===== config.mk =====
export PLATFORM = sky130hd
export DESIGN_NAME = uart_mem_cmd_bridge
export DESIGN_NICKNAME = d
export VERILOG_FILES = /design/src/rtl/uart_mem_cmd_bridge.sv
export SDC_FILE = /design/constraint.sdc
export NUM_CORES = 1
export LEC_CHECK = 0
export ABC_AREA = 1
export BUFFER_PORTS_ARGS = -buffer_cell sky130_fd_sc_hd__buf_2
export CORE_MARGIN = 2
export CORE_UTILIZATION = 54
export CTS_CLUSTER_DIAMETER = 60
export DETAILED_ROUTE_END_ITERATION = 10
export PLACE_DENSITY = 0.86
export SYNTH_ARGS = -nofsm -noshare
export SYNTH_HDL_FRONTEND = slang
export SYNTH_SLANG_ARGS = --single-unit

===== constraint.sdc =====
create_clock -name clk -period 2.8 [get_ports clk]
set_input_delay 0.28 -clock clk [delete_from_list [all_inputs] [get_ports clk]]
set_output_delay 0.28 -clock clk [all_outputs]
set_load 0.01 [all_outputs]

===== src/rtl/uart_mem_cmd_bridge.sv =====
// UART frame decoder driving a req/busy memory port and returning DATA_BYTES response bytes per frame.
// Optional AUTOINC_EN: mem_addr post-increments after each successful WRITE request or READ_REQ capture.
module uart_mem_cmd_bridge #(
  parameter int DATA_BYTES  = 4,
  parameter int ADDR_W      = 32,
  parameter int RX_TIMEOUT  = 120000,
  parameter int MEM_TIMEOUT = 4096,
  parameter int CONST_VAL   = 259
) (
  input  logic                    clk,
  input  logic                    rstn,
  input  logic                    rx_valid,
  input  logic [7:0]              rx_data,
  input  logic                    tx_ready,
  output logic                    tx_start,
  output logic [7:0]              tx_data,
  output logic [ADDR_W-1:0]       mem_addr,
  output logic [8*DATA_BYTES-1:0] mem_wr_d,
  output logic                    mem_wr_req,
  output logic                    mem_rd_req,
  input  logic [8*DATA_BYTES-1:0] mem_rd_d,
  input  logic                    mem_rd_rdy,
  input  logic                    mem_busy,
  output logic                    cmd_active,
  output logic                    err_pulse,
  output logic [2:0]              dbg_state
);

  localparam int DATA_W = 8 * DATA_BYTES;
  localparam int CW     = $clog2(DATA_BYTES + 2);
  localparam int IW     = $clog2(RX_TIMEOUT + 1);
  localparam int MW     = $clog2(MEM_TIMEOUT + 1);

  localparam logic [CW-1:0] LP_LAST     = CW'(DATA_BYTES);
  localparam logic [IW-1:0] LP_IDLE_MAX = IW'(RX_TIMEOUT - 1);
  localparam logic [MW-1:0] LP_WAIT_MAX = MW'(MEM_TIMEOUT - 1);

  typedef enum logic [2:0] {
    ST_RX        = 3'd0,
    ST_EXEC      = 3'd1,
    ST_MEM_ISSUE = 3'd2,
    ST_MEM_WAIT  = 3'd3,
    ST_TX_DRIVE  = 3'd4,
    ST_TX_SHIFT  = 3'd5
  } state_t;

  state_t              r_state, w_state_nxt;
  logic [DATA_W+7:0]   r_frame;
  logic [CW-1:0]       r_cnt;
  logic [IW-1:0]       r_idle;
  logic [MW-1:0]       r_wait;
  logic [DATA_W-1:0]   r_resp, r_rd_latch, r_count, r_wr_d;
  logic [ADDR_W-1:0]   r_addr;
  logic [7:0]          r_err_cnt, r_last_cmd, r_tx_data;
  logic                r_is_rd, r_tx_start, r_wr_req, r_rd_req, r_err;
`ifdef AUTOINC_EN
  logic                r_inc;
`endif

  logic [7:0]          w_cmd;
  logic [DATA_W-1:0]   w_payload;
  logic                w_frame_done, w_rx_to, w_issue, w_mem_to, w_rd_cap;
  logic                w_tx_go, w_tx_fall, w_bad_cmd, w_overrun;
  logic [1:0]          w_err_inc;
  logic [8:0]          w_err_sum;

  assign w_cmd     = r_frame[DATA_W+7:DATA_W];
  assign w_payload = r_frame[DATA_W-1:0];
  assign w_overrun = rx_valid && (r_state != ST_RX);
  assign w_err_inc = {1'b0, w_rx_to | w_bad_cmd | w_mem_to} + {1'b0, w_overrun};
  assign w_err_sum = {1'b0, r_err_cnt} + {7'd0, w_err_inc};

  assign tx_start   = r_tx_start;
  assign tx_data    = r_tx_data;
  assign mem_addr   = r_addr;
  assign mem_wr_d   = r_wr_d;
  assign mem_wr_req = r_wr_req;
  assign mem_rd_req = r_rd_req;
  assign err_pulse  = r_err;
  assign cmd_active = (r_state != ST_RX) || (r_cnt != '0);
  assign dbg_state  = r_state;

  always_ff @(posedge clk or negedge rstn) begin
    if (!rstn) r_state <= ST_RX;
    else       r_state <= w_state_nxt;
  end

  always_comb begin
    w_state_nxt  = r_state;
    w_frame_done = 1'b0;
    w_rx_to      = 1'b0;
    w_issue      = 1'b0;
    w_mem_to     = 1'b0;
    w_rd_cap     = 1'b0;
    w_tx_go      = 1'b0;
    w_tx_fall    = 1'b0;
    w_bad_cmd    = 1'b0;
    case (r_state)
      ST_RX: begin
        if (rx_valid) begin
          if (r_cnt == LP_LAST) begin
            w_frame_done = 1'b1;
            w_state_nxt  = ST_EXEC;
          end
        end else if (r_cnt != '0 && r_idle == LP_IDLE_MAX) begin
          w_rx_to = 1'b1;
        end
      end
      ST_EXEC: begin
        if (w_cmd == 8'h03 || w_cmd == 8'h05) begin
          w_state_nxt = ST_MEM_ISSUE;
        end else begin
          w_bad_cmd   = (w_cmd == 8'h00) || (w_cmd > 8'h08);
          w_state_nxt = ST_TX_DRIVE;
        end
      end
      ST_MEM_ISSUE: begin
        // Timeout wins so no request can leave after the abort decision.
        if (r_wait == LP_WAIT_MAX) begin
          w_mem_to    = 1'b1;
          w_state_nxt = ST_TX_DRIVE;
        end else if (!mem_busy) begin
          w_issue     = 1'b1;
          w_state_nxt = r_is_rd ? ST_MEM_WAIT : ST_TX_DRIVE;
        end
      end
      ST_MEM_WAIT: begin
        if (mem_rd_rdy) begin
          w_rd_cap    = 1'b1;
          w_state_nxt = ST_TX_DRIVE;
        end else if (r_wait == LP_WAIT_MAX) begin
          w_mem_to    = 1'b1;
          w_state_nxt = ST_TX_DRIVE;
        end
      end
      ST_TX_DRIVE: begin
        // Start rises on ready, then holds until uart_tx drops ready to show it took the byte.
        if (!r_tx_start) begin
          w_tx_go = tx_ready;
        end else if (!tx_ready) begin
          w_tx_fall   = 1'b1;
          w_state_nxt = ST_TX_SHIFT;
        end
      end
      ST_TX_SHIFT: begin
        w_state_nxt = (r_cnt == CW'(1)) ? ST_RX : ST_TX_DRIVE;
      end
      default: w_state_nxt = ST_RX;
    endcase
  end

  always_ff @(posedge clk or negedge rstn) begin
    if (!rstn) begin
      r_frame    <= '0;
      r_cnt      <= '0;
      r_idle     <= '0;
      r_wait     <= '0;
      r_resp     <= '0;
      r_rd_latch <= '0;
      r_count    <= '0;
      r_wr_d     <= '0;
      r_addr     <= '0;
      r_err_cnt  <= '0;
      r_last_cmd <= '0;
      r_tx_data  <= '0;
      r_is_rd    <= 1'b0;
      r_tx_start <= 1'b0;
      r_wr_req   <= 1'b0;
      r_rd_req   <= 1'b0;
      r_err      <= 1'b0;
`ifdef AUTOINC_EN
      r_inc      <= 1'b0;
`endif
    end else begin
      r_wr_req  <= 1'b0;
      r_rd_req  <= 1'b0;
      r_err     <= (w_err_inc != 2'd0);
      r_err_cnt <= w_err_sum[8] ? 8'hFF : w_err_sum[7:0];
      if (mem_rd_rdy) r_rd_latch <= mem_rd_d;

      if (r_state != ST_RX || rx_valid || r_cnt == '0 || w_rx_to) r_idle <= '0;
      else                                                         r_idle <= r_idle + 1'b1;

      case (r_state)
        ST_RX: begin
          if (rx_valid) begin
            r_frame <= {r_frame[DATA_W-1:0], rx_data};
            r_cnt   <= w_frame_done ? '0 : r_cnt + 1'b1;
          end else if (w_rx_to) begin
            r_cnt <= '0;
          end
        end
        ST_EXEC: begin
          r_last_cmd <= w_cmd;
          r_wait     <= '0;
          r_cnt      <= LP_LAST;
          r_is_rd    <= (w_cmd == 8'h05);
          case (w_cmd)
            8'h01: begin
              r_addr <= w_payload[ADDR_W-1:0];
              r_resp <= w_payload;
            end
            8'h02: begin
              r_wr_d <= w_payload;
              r_resp <= w_payload;
            end
            8'h03: r_resp <= DATA_W'(8'h03);
            8'h04: r_resp <= r_rd_latch;
            8'h06: begin
              r_resp  <= r_count;
              r_count <= r_count + 1'b1;
            end
            8'h07: r_resp <= DATA_W'(CONST_VAL);
            8'h08: r_resp <= DATA_W'({r_err_cnt, r_last_cmd});
            default: r_resp <= '1;
          endcase
        end
        ST_MEM_ISSUE, ST_MEM_WAIT: begin
          r_wait <= r_wait + 1'b1;
          if (w_issue) begin
            r_wr_req <= !r_is_rd;
            r_rd_req <= r_is_rd;
          end
          if (w_mem_to) r_resp <= '1;
          if (w_rd_cap) r_resp <= mem_rd_d;
        end
        ST_TX_DRIVE: begin
          if (w_tx_go) begin
            r_tx_start <= 1'b1;
            r_tx_data  <= r_resp[DATA_W-1 -: 8];
          end
          if (w_tx_fall) r_tx_start <= 1'b0;
        end
        ST_TX_SHIFT: begin
          r_resp <= r_resp << 8;
          r_cnt  <= r_cnt - 1'b1;
        end
        default: ;
      endcase

`ifdef AUTOINC_EN
      r_inc <= (w_issue && !r_is_rd) || w_rd_cap;
      if (r_inc) r_addr <= r_addr + 1'b1;
`endif
    end
  end

endmodule


==> impl_metrics.yaml, run 1 <==
status:
  status: "complete, but fails checks"
  failed_checks: "setup timing"
route:
  drt-initial-drc-count: 1241
  drc: 0
  wl_per_cell_um: 17.5
  viasPerCell: 5.58
  wirelength_um: 38100
  dr.pass1.iters: 8
  vias: 12100
  antenna_left: 0
timing:
  rsz0062_at_grt: "yes"
  slew_viol_final: 0
  fmax_ghz: 0.339
  final_hold_viol_count: 0
  timing.final.crit_share_pct: 105
  maxSlewHeadroom_pct: 54.7
  period_needed_ns: 2.95
  finalWorstSetupSlack_ns: -0.153
  tightestPinTransition_ns: 0.675
  fin_skew_ns: 0.0114
  setup_violations: 8
setup_path:
  cp_cell_sequence: "nor2_2 > nand2_1 > inv_1 > nand2_1 > a21oi_2 > nand3_4 > o211ai_1 > inv_1 > ha_1 > ha_2 > inv_2 > fa_2 > nor2_2 > nand2_1 > inv_2 > nand2_2 > inv_4 > nand3_4 > o21ai_1"
  rrSetupSlack_ns: -0.15
  timing.rr.end: "r_err_cnt[4]"
  r2r-start: "dbg_state[1]"
  required_ns: 3.26
  crit_slowest_cell: "dfrtp_2"
  critPathMaxFanout: 7
  arrival_ns: 3.41
  critPathMostFrequentCell: "nand2_1"
  worstSetupStartpoint: "dbg_state[1]"
  criticalPathCategory: "reg2reg"
  end_kind: "register"
  critPathLaunchType: "register"
  ff2ff_path_depth: 19
  critical-path-max-stage-delay_ns: 0.41
floorplan:
  core_area_um2: 23600
  boundaryPins: 126
  fp.dieH_um: 160
  initial_utilization_pct: 55.4
  row_count: 56
  die_w_um: 160
  die_area_um2: 25500
final_layout:
  fin_util_pct: 66.6
  drive_gt1_share_pct: 17.8
  syn_to_final_growth_pct: 20.2
  fin_nets: 1893
  fillers: 1889
  diodes: 0
place:
  dpl_worst_slack_ns: -0.350
  place_hpwl_um: 26800
  portBuffers: 125
  place.gp.congestion: 0.975
global_routing:
  grt_pass1_wl_um: 60700
  grt_antenna_before_repair: 0
  overflow: 0
  grt_pass1_vias: 11700
  grtUsageTotal_pct: 29.6
  grt_max_degree: 85
yosys:
  synth.yosys.seq_area_share_pct: 50.7
  syn_nets: 1699
  synth_ff_type: "dfrtp_1"
  synth.distinct_cells: 49
  yosys_warnings: 0
  synth-seq-cells: 265
  synth_edf_count: 0
  post_synth.cell_area_avg_um2: 7.98
  syn_inst: 1641
  asyncSetResetFlopFracSynth_pct: 100
  synth_area_um2: 13100
cts:
  cts.sinks: 265
  cts_tree: "done"
  cts_buffers: 27
  root_buffer: "clkbuf_16"
  cts.path.max_buffers: 3
  cts.clk_slew.worst_paths_ns: 0.06
  h-tree-depth: 1
  clkLatencyLatePin_ns: 0.54
pwr:
  p_leak_uw: 0.00760
  powerDensity_nw_per_um2: 920
  peakVddDrop_mv: 0.485
job:
  cap_violations: 0
hold_path:
  hold_path_class: "in2reg"
  worstHoldStart: "mem_rd_d[23]"
  worst_hold_path.num_cells: 3
  whs_endpoint: "r_rd_latch[23]"
==> cells in the final DEF (no fill, tap or decap), types with 11 or more instances in the layout <==
cell type	count
nand3b_1	14
nand4_1	13
dfrtp_1	263
inv_2	11
clkinv_2	11
clkbuf_16	27
buf_2	124
nand2_1	501
o21ai_0	145
nand3_1	81
nor3_1	21
buf_4	63
inv_1	125
a21oi_1	56
xor2_1	27
nor2_1	187
dlygate4sd3_1	34
==> metrics by stage <==
step | instance area, um^2 | total power [uW] | setup TNS (ns) | hold WS (ns) | std cells
after global placement | 14300 | 10300 | -1.74 | 0.323 | 2086
after global routing | 15700 | 15300 | -2.21 | 0.0369 | 2174
final | 15700 | 14500 | -1.05 | 0.0185 | 2174
after detailed placement | 14300 | 10500 | -2.28 | 0.320 | 2086
after floorplan | 13100 | 8550 | 0 | -0.0156 | 1641
after CTS | 15700 | 14300 | -0.551 | 0.0116 | 2172
==> cells in the mapped netlist, types with 4 or more instances <==
library cell / number / area [um^2]
nor3b_1: 4 / 30.0
xor2_1: 27 / 236
buf_1: 4 / 15.0
nor3_2: 5 / 50.1
inv_1: 130 / 488
dfrtp_1: 265 / 6630
o21ai_0: 148 / 741
or2_2: 9 / 56.3
clkbuf_1: 19 / 71.3
o211ai_1: 10 / 75.1
nand3_2: 5 / 50.1
nand3_1: 87 / 435
ha_1: 11 / 138
nor4_1: 5 / 31.3
nand2_2: 8 / 50.1
o21ai_1: 4 / 20.0
nand3b_1: 14 / 105
nand4_1: 13 / 81.3
buf_2: 29 / 145
nor3_1: 21 / 105
inv_2: 7 / 26.3
a21oi_1: 58 / 290
mux2_2: 8 / 90.1
nand2_1: 502 / 1880
nor2_4: 4 / 45.0
xnor2_1: 6 / 52.6
nor2_1: 190 / 713
buf_4: 7 / 52.6
o22ai_1: 5 / 31.3
nor2_2: 5 / 31.3
==> where the power goes <==
part,switching (uW),internal (uW),total (uW)
Sequential,713,4750,5460
Combinational,3470,1790,5260
Clock,1550,2200,3750
Total,5740,8730,14500
==> sequential cells by signal, indices dropped and copies added (netlist names), 13 cells and up <==
signal,cells
r_frame,40
r_rd_latch,32
r_count,32
r_wait,13
r_idle,17
mem_wr_d,32
mem_addr,32
r_resp,32
==> worst max-delay path, delay by kind of cell, from the launching register on <==
family / cells / cell delay (ns)
AND/OR/NAND/NOR: 8 / 0.83
AO/OA/AOI/OAI: 3 / 0.45
flip-flops: 1 / 0.41
adder cells (fa/ha/maj): 3 / 0.81
buffers and inverters: 5 / 0.37
==> worst max-delay path by stage <==
stage                         to  slack (ns)
floorplan           r_err_cnt[2]        0.03
global placement    r_err_cnt[3]       -0.23
detailed placement  r_err_cnt[3]       -0.35
CTS                 r_err_cnt[4]       -0.08
global route        r_err_cnt[4]       -0.29
finish              r_err_cnt[4]       -0.15
==> repair_timing <==
item | 4_1_cts | 5_1_grt
pin swaps | 7 | 7
resized for setup | 18 | 10
endpoints found under the setup margin | 8 | 8
hold endpoints to repair | 114 | 0
hold buffers | 34 | 0
setup buffers | 3 | 2
==> area by class of cell <==
cell class,instances,area [um^2],area share (%)
multi-input combinational,1174,5710,36.3
sequential,265,6630,42.2
clock buffer,31,711,4.52
clock inverter,18,205,1.30
inverter,141,537,3.41
timing repair buffer,226,1530,9.72
tap,319,399,2.54
==> cell families after synthesis <==
logic type | share of synthesized area (%)
flip-flops | 50.7
AO/OA/AOI/OAI | 9.42
XOR/XNOR | 2.21
adder cells (fa/ha/maj) | 1.20
buffers and inverters | 6.42
AND/OR/NAND/NOR | 29.4
multiplexers | 0.688
==> routing by layer <==
layer / global-route usage (%) / vias to the layer above / share of wire, %
met1: 39.0 / 5827 / 39
li1: - / 5634 / -
met3: 5.53 / 110 / 9.3
met2: 48.6 / 565 / 47
met5: 0 / - / 0
met4: 12.1 / 0 / 4.4
Power figures use the tool's default switching activity.
==> run 2, diff against run 1 <==
--- a/config.mk
+++ b/config.mk
@@ -5,13 +5,13 @@
 export SDC_FILE = /design/constraint.sdc
 export NUM_CORES = 1
 export LEC_CHECK = 0
-export ABC_AREA = 1
+export ABC_AREA = 0
 export BUFFER_PORTS_ARGS = -buffer_cell sky130_fd_sc_hd__buf_2
 export CORE_MARGIN = 2
-export CORE_UTILIZATION = 54
+export CORE_UTILIZATION = 39
 export CTS_CLUSTER_DIAMETER = 60
 export DETAILED_ROUTE_END_ITERATION = 10
-export PLACE_DENSITY = 0.86
+export PLACE_DENSITY = 0.68
 export SYNTH_ARGS = -nofsm -noshare
 export SYNTH_HDL_FRONTEND = slang
 export SYNTH_SLANG_ARGS = --single-unit
==> impl_metrics.yaml, run 2 <==
status:
  failed_checks: "setup timing"
  status: "complete, but fails checks"
route:
  dr.pass1.iters: 5
  drt-initial-drc-count: 964
  drc: 0
  viasPerCell: 5.60
  wl_per_cell_um: 20.2
  antenna_left: 0
  wirelength_um: 37100
  vias: 10300
floorplan:
  die_w_um: 186
  die_area_um2: 34700
  core_area_um2: 32600
  initial_utilization_pct: 39.7
  row_count: 66
  fp.dieH_um: 186
  boundaryPins: 126
yosys:
  synthMuxAreaShare_pct: 15.4
  yosysTopAreaCell: "dfrtp_1"
  synth_top_family_by_area: "multiplexers"
  synth_top_area_share_pct: 51.2
  synth_ff_type: "dfrtp_1"
  synth_edf_count: 0
  post_synth.cell_area_avg_um2: 11.1
  syn_nets: 1225
  synth_xor_area_share_pct: 3.45
  synth-seq-cells: 265
  synth.area.top_cells: "dfrtp_1 (51%), mux2_2 (11%), mux2_4 (3.5%)"
  synth.distinct_cells: 70
  synth-simple-area-share_pct: 13.8
  yosys_warnings: 0
  synth.yosys.seq_area_share_pct: 51.2
  synth_area_um2: 13000
  asyncSetResetFlopFracSynth_pct: 100
  yosysMostFrequentCell: "dfrtp_1"
  syn_inst: 1167
  synthTopCellsByCount: "dfrtp_1 (265), mux2_2 (131), nand2_1 (119)"
  synth_compound_area_share_pct: 12.1
  synth-adder-area-share_pct: 1.22
final_layout:
  layout_commonest_cell: "dfrtp_1"
  fin_nets: 1434
  largest_register_ffs: 40
  multi_input_comb_area_um2: 6080
  drive_gt1_share_pct: 33.2
  fillers: 2932
  layout.cells.non_filler: 1841
  regMostFlops: "r_frame"
  final_cell_mix: "dfrtp_1 (265), mux2_2 (131), buf_2 (125)"
  diodes: 0
  regArea_um2: 6630
  syn_to_final_growth_pct: 23.9
global_routing:
  grt_max_degree: 74
  grtUsageTotal_pct: 20.9
  grt_pass1_vias: 10200
  grt_antenna_before_repair: 0
  grt_pass1_wl_um: 56900
  overflow: 0
hold_path:
  hold_path_class: "in2reg"
  worst_hold_path.num_cells: 2
timing:
  setup_violations: 8
  tightestPinTransition_ns: 0.713
  finalWorstSetupSlack_ns: -0.224
  timing.final.crit_share_pct: 108
  maxSlewHeadroom_pct: 52.1
  fmax_ghz: 0.331
  final_hold_viol_count: 0
  tns_ns: -1.43
  slew_viol_final: 0
  period_needed_ns: 3.02
  rsz0062_at_grt: "yes"
  fin_skew_ns: 0.00995
pwr:
  peakVddDrop_mv: 0.591
  powerDensity_nw_per_um2: 827
  power_uw: 13300
  p_leak_uw: 0.00726
setup_path:
  ff2ff_path_depth: 12
  criticalPathCategory: "reg2reg"
  critPathMaxFanout: 5
  end_kind: "register"
  critPathLaunchType: "register"
  arrival_ns: 3.52
  required_ns: 3.30
cts:
  h-tree-depth: 1
  cts.sinks: 265
  clkLatencyLatePin_ns: 0.56
  cts.clk_slew.worst_paths_ns: 0.06
  cts_buffers: 31
  cts_tree: "done"
  root_buffer: "clkbuf_16"
  cts.path.max_buffers: 3
place:
  portBuffers: 125
  place_hpwl_um: 24700
  place.gp.congestion: 0.917
  dp.cells: 1739
job:
  cap_violations: 0
==> run 2: changes by cell type after synthesis, sizes merged, moves of 22 or more <==
cell,delta
mux2,+153
nand3,-40
inv,-122
xnor2,+29
buf,-22
nand2,-395
nor2,-140
o21ai,-93
clkbuf,+31
==> run 2: cell families (layout without fill, tap and decap cells) <==
logic type                 after synthesis  after routing
xor gates and xnor gates                51             51
muxes                                  168            168
AOI/OAI and AO/OA                      232            232
buffers and inverters                   87            319
adders and majority gates               12             12
DFF                                    265            265
and+or+nand+nor                        352            352
==> run 2: path summary, 6_finish.rpt <==
| kind | start | endpoint | slack [ns] |
|---|---|---|---|
| setup / recovery | r_wait[0] | r_err_cnt[0] | -0.22 |
| hold / removal | mem_rd_d[16] | r_rd_latch[16] | 0.02 |
| setup reg to reg | r_wait[0] | r_err_cnt[0] | -0.22 |
| hold reg to reg | r_count[31] | r_count[31] | 0.47 |
| max in group asynchronous | rstn | mem_addr[27] | 1.69 |
| min in group asynchronous | rstn | r_idle[13] | 0.28 |
==> run 2: power by group <==
group	leakage (uW)	internal [uW]	switching [uW]
registers	0.00339	4590	1000
clock network	0.000493	2310	1630
logic	0.00337	1750	2010
==> run 2: final cells by class <==
| cell class | instances | share of cell area [%] |
|---|---|---|
| timing repair buffer | 246 | 10.8 |
| sequential | 265 | 41.3 |
| clock inverter | 17 | 1.03 |
| tap | 442 | 3.44 |
| multi-input combinational | 815 | 37.8 |
| clock buffer | 39 | 5.20 |
| inverter | 17 | 0.397 |
==> run 2: through the flow <==
step	util (%)	hold WS, ns	worst slack (ns)	area [um^2]
floorplan	-	-0.0156	-0.240	13000
global placement	44.4	0.304	-0.180	14500
detailed placement	44.4	0.305	-0.259	14500
CTS	48.8	0.000850	-0.189	15900
global route	49.2	0.0154	-0.319	16100
finish	49.2	0.0232	-0.224	16100
==> run 2: worst max-delay path, cell delays in order (launching register included) <==
cell      delay (ns)
dfrtp_1         0.36
ha_2            0.19
nand4_1         0.12
or2_4           0.29
or4_4           0.45
o221ai_4        0.21
inv_2           0.07
ha_4            0.27
ha_4            0.12
inv_2           0.03
fa_2            0.38
or3_4           0.38
nand2b_1        0.09
==> run 2: repair_timing <==
action / CTS / global route
pin swaps: 18 / 5
gates resized for setup: 2 / 16
gates cloned: 0 / 3
buffers inserted: 9 / 3
setup endpoints to repair: 8 / 40
endpoints found under the hold margin: 102 / 0
hold buffers: 34 / 0
==> run 2: routing by layer <==
| layer | global-route usage, % | share of wire [%] |
|---|---|---|
| met1 | 28.9 | 43 |
| met2 | 34.1 | 47 |
| met3 | 3.21 | 6.6 |
| met4 | 6.30 | 2.9 |
| met5 | 0 | 0 |
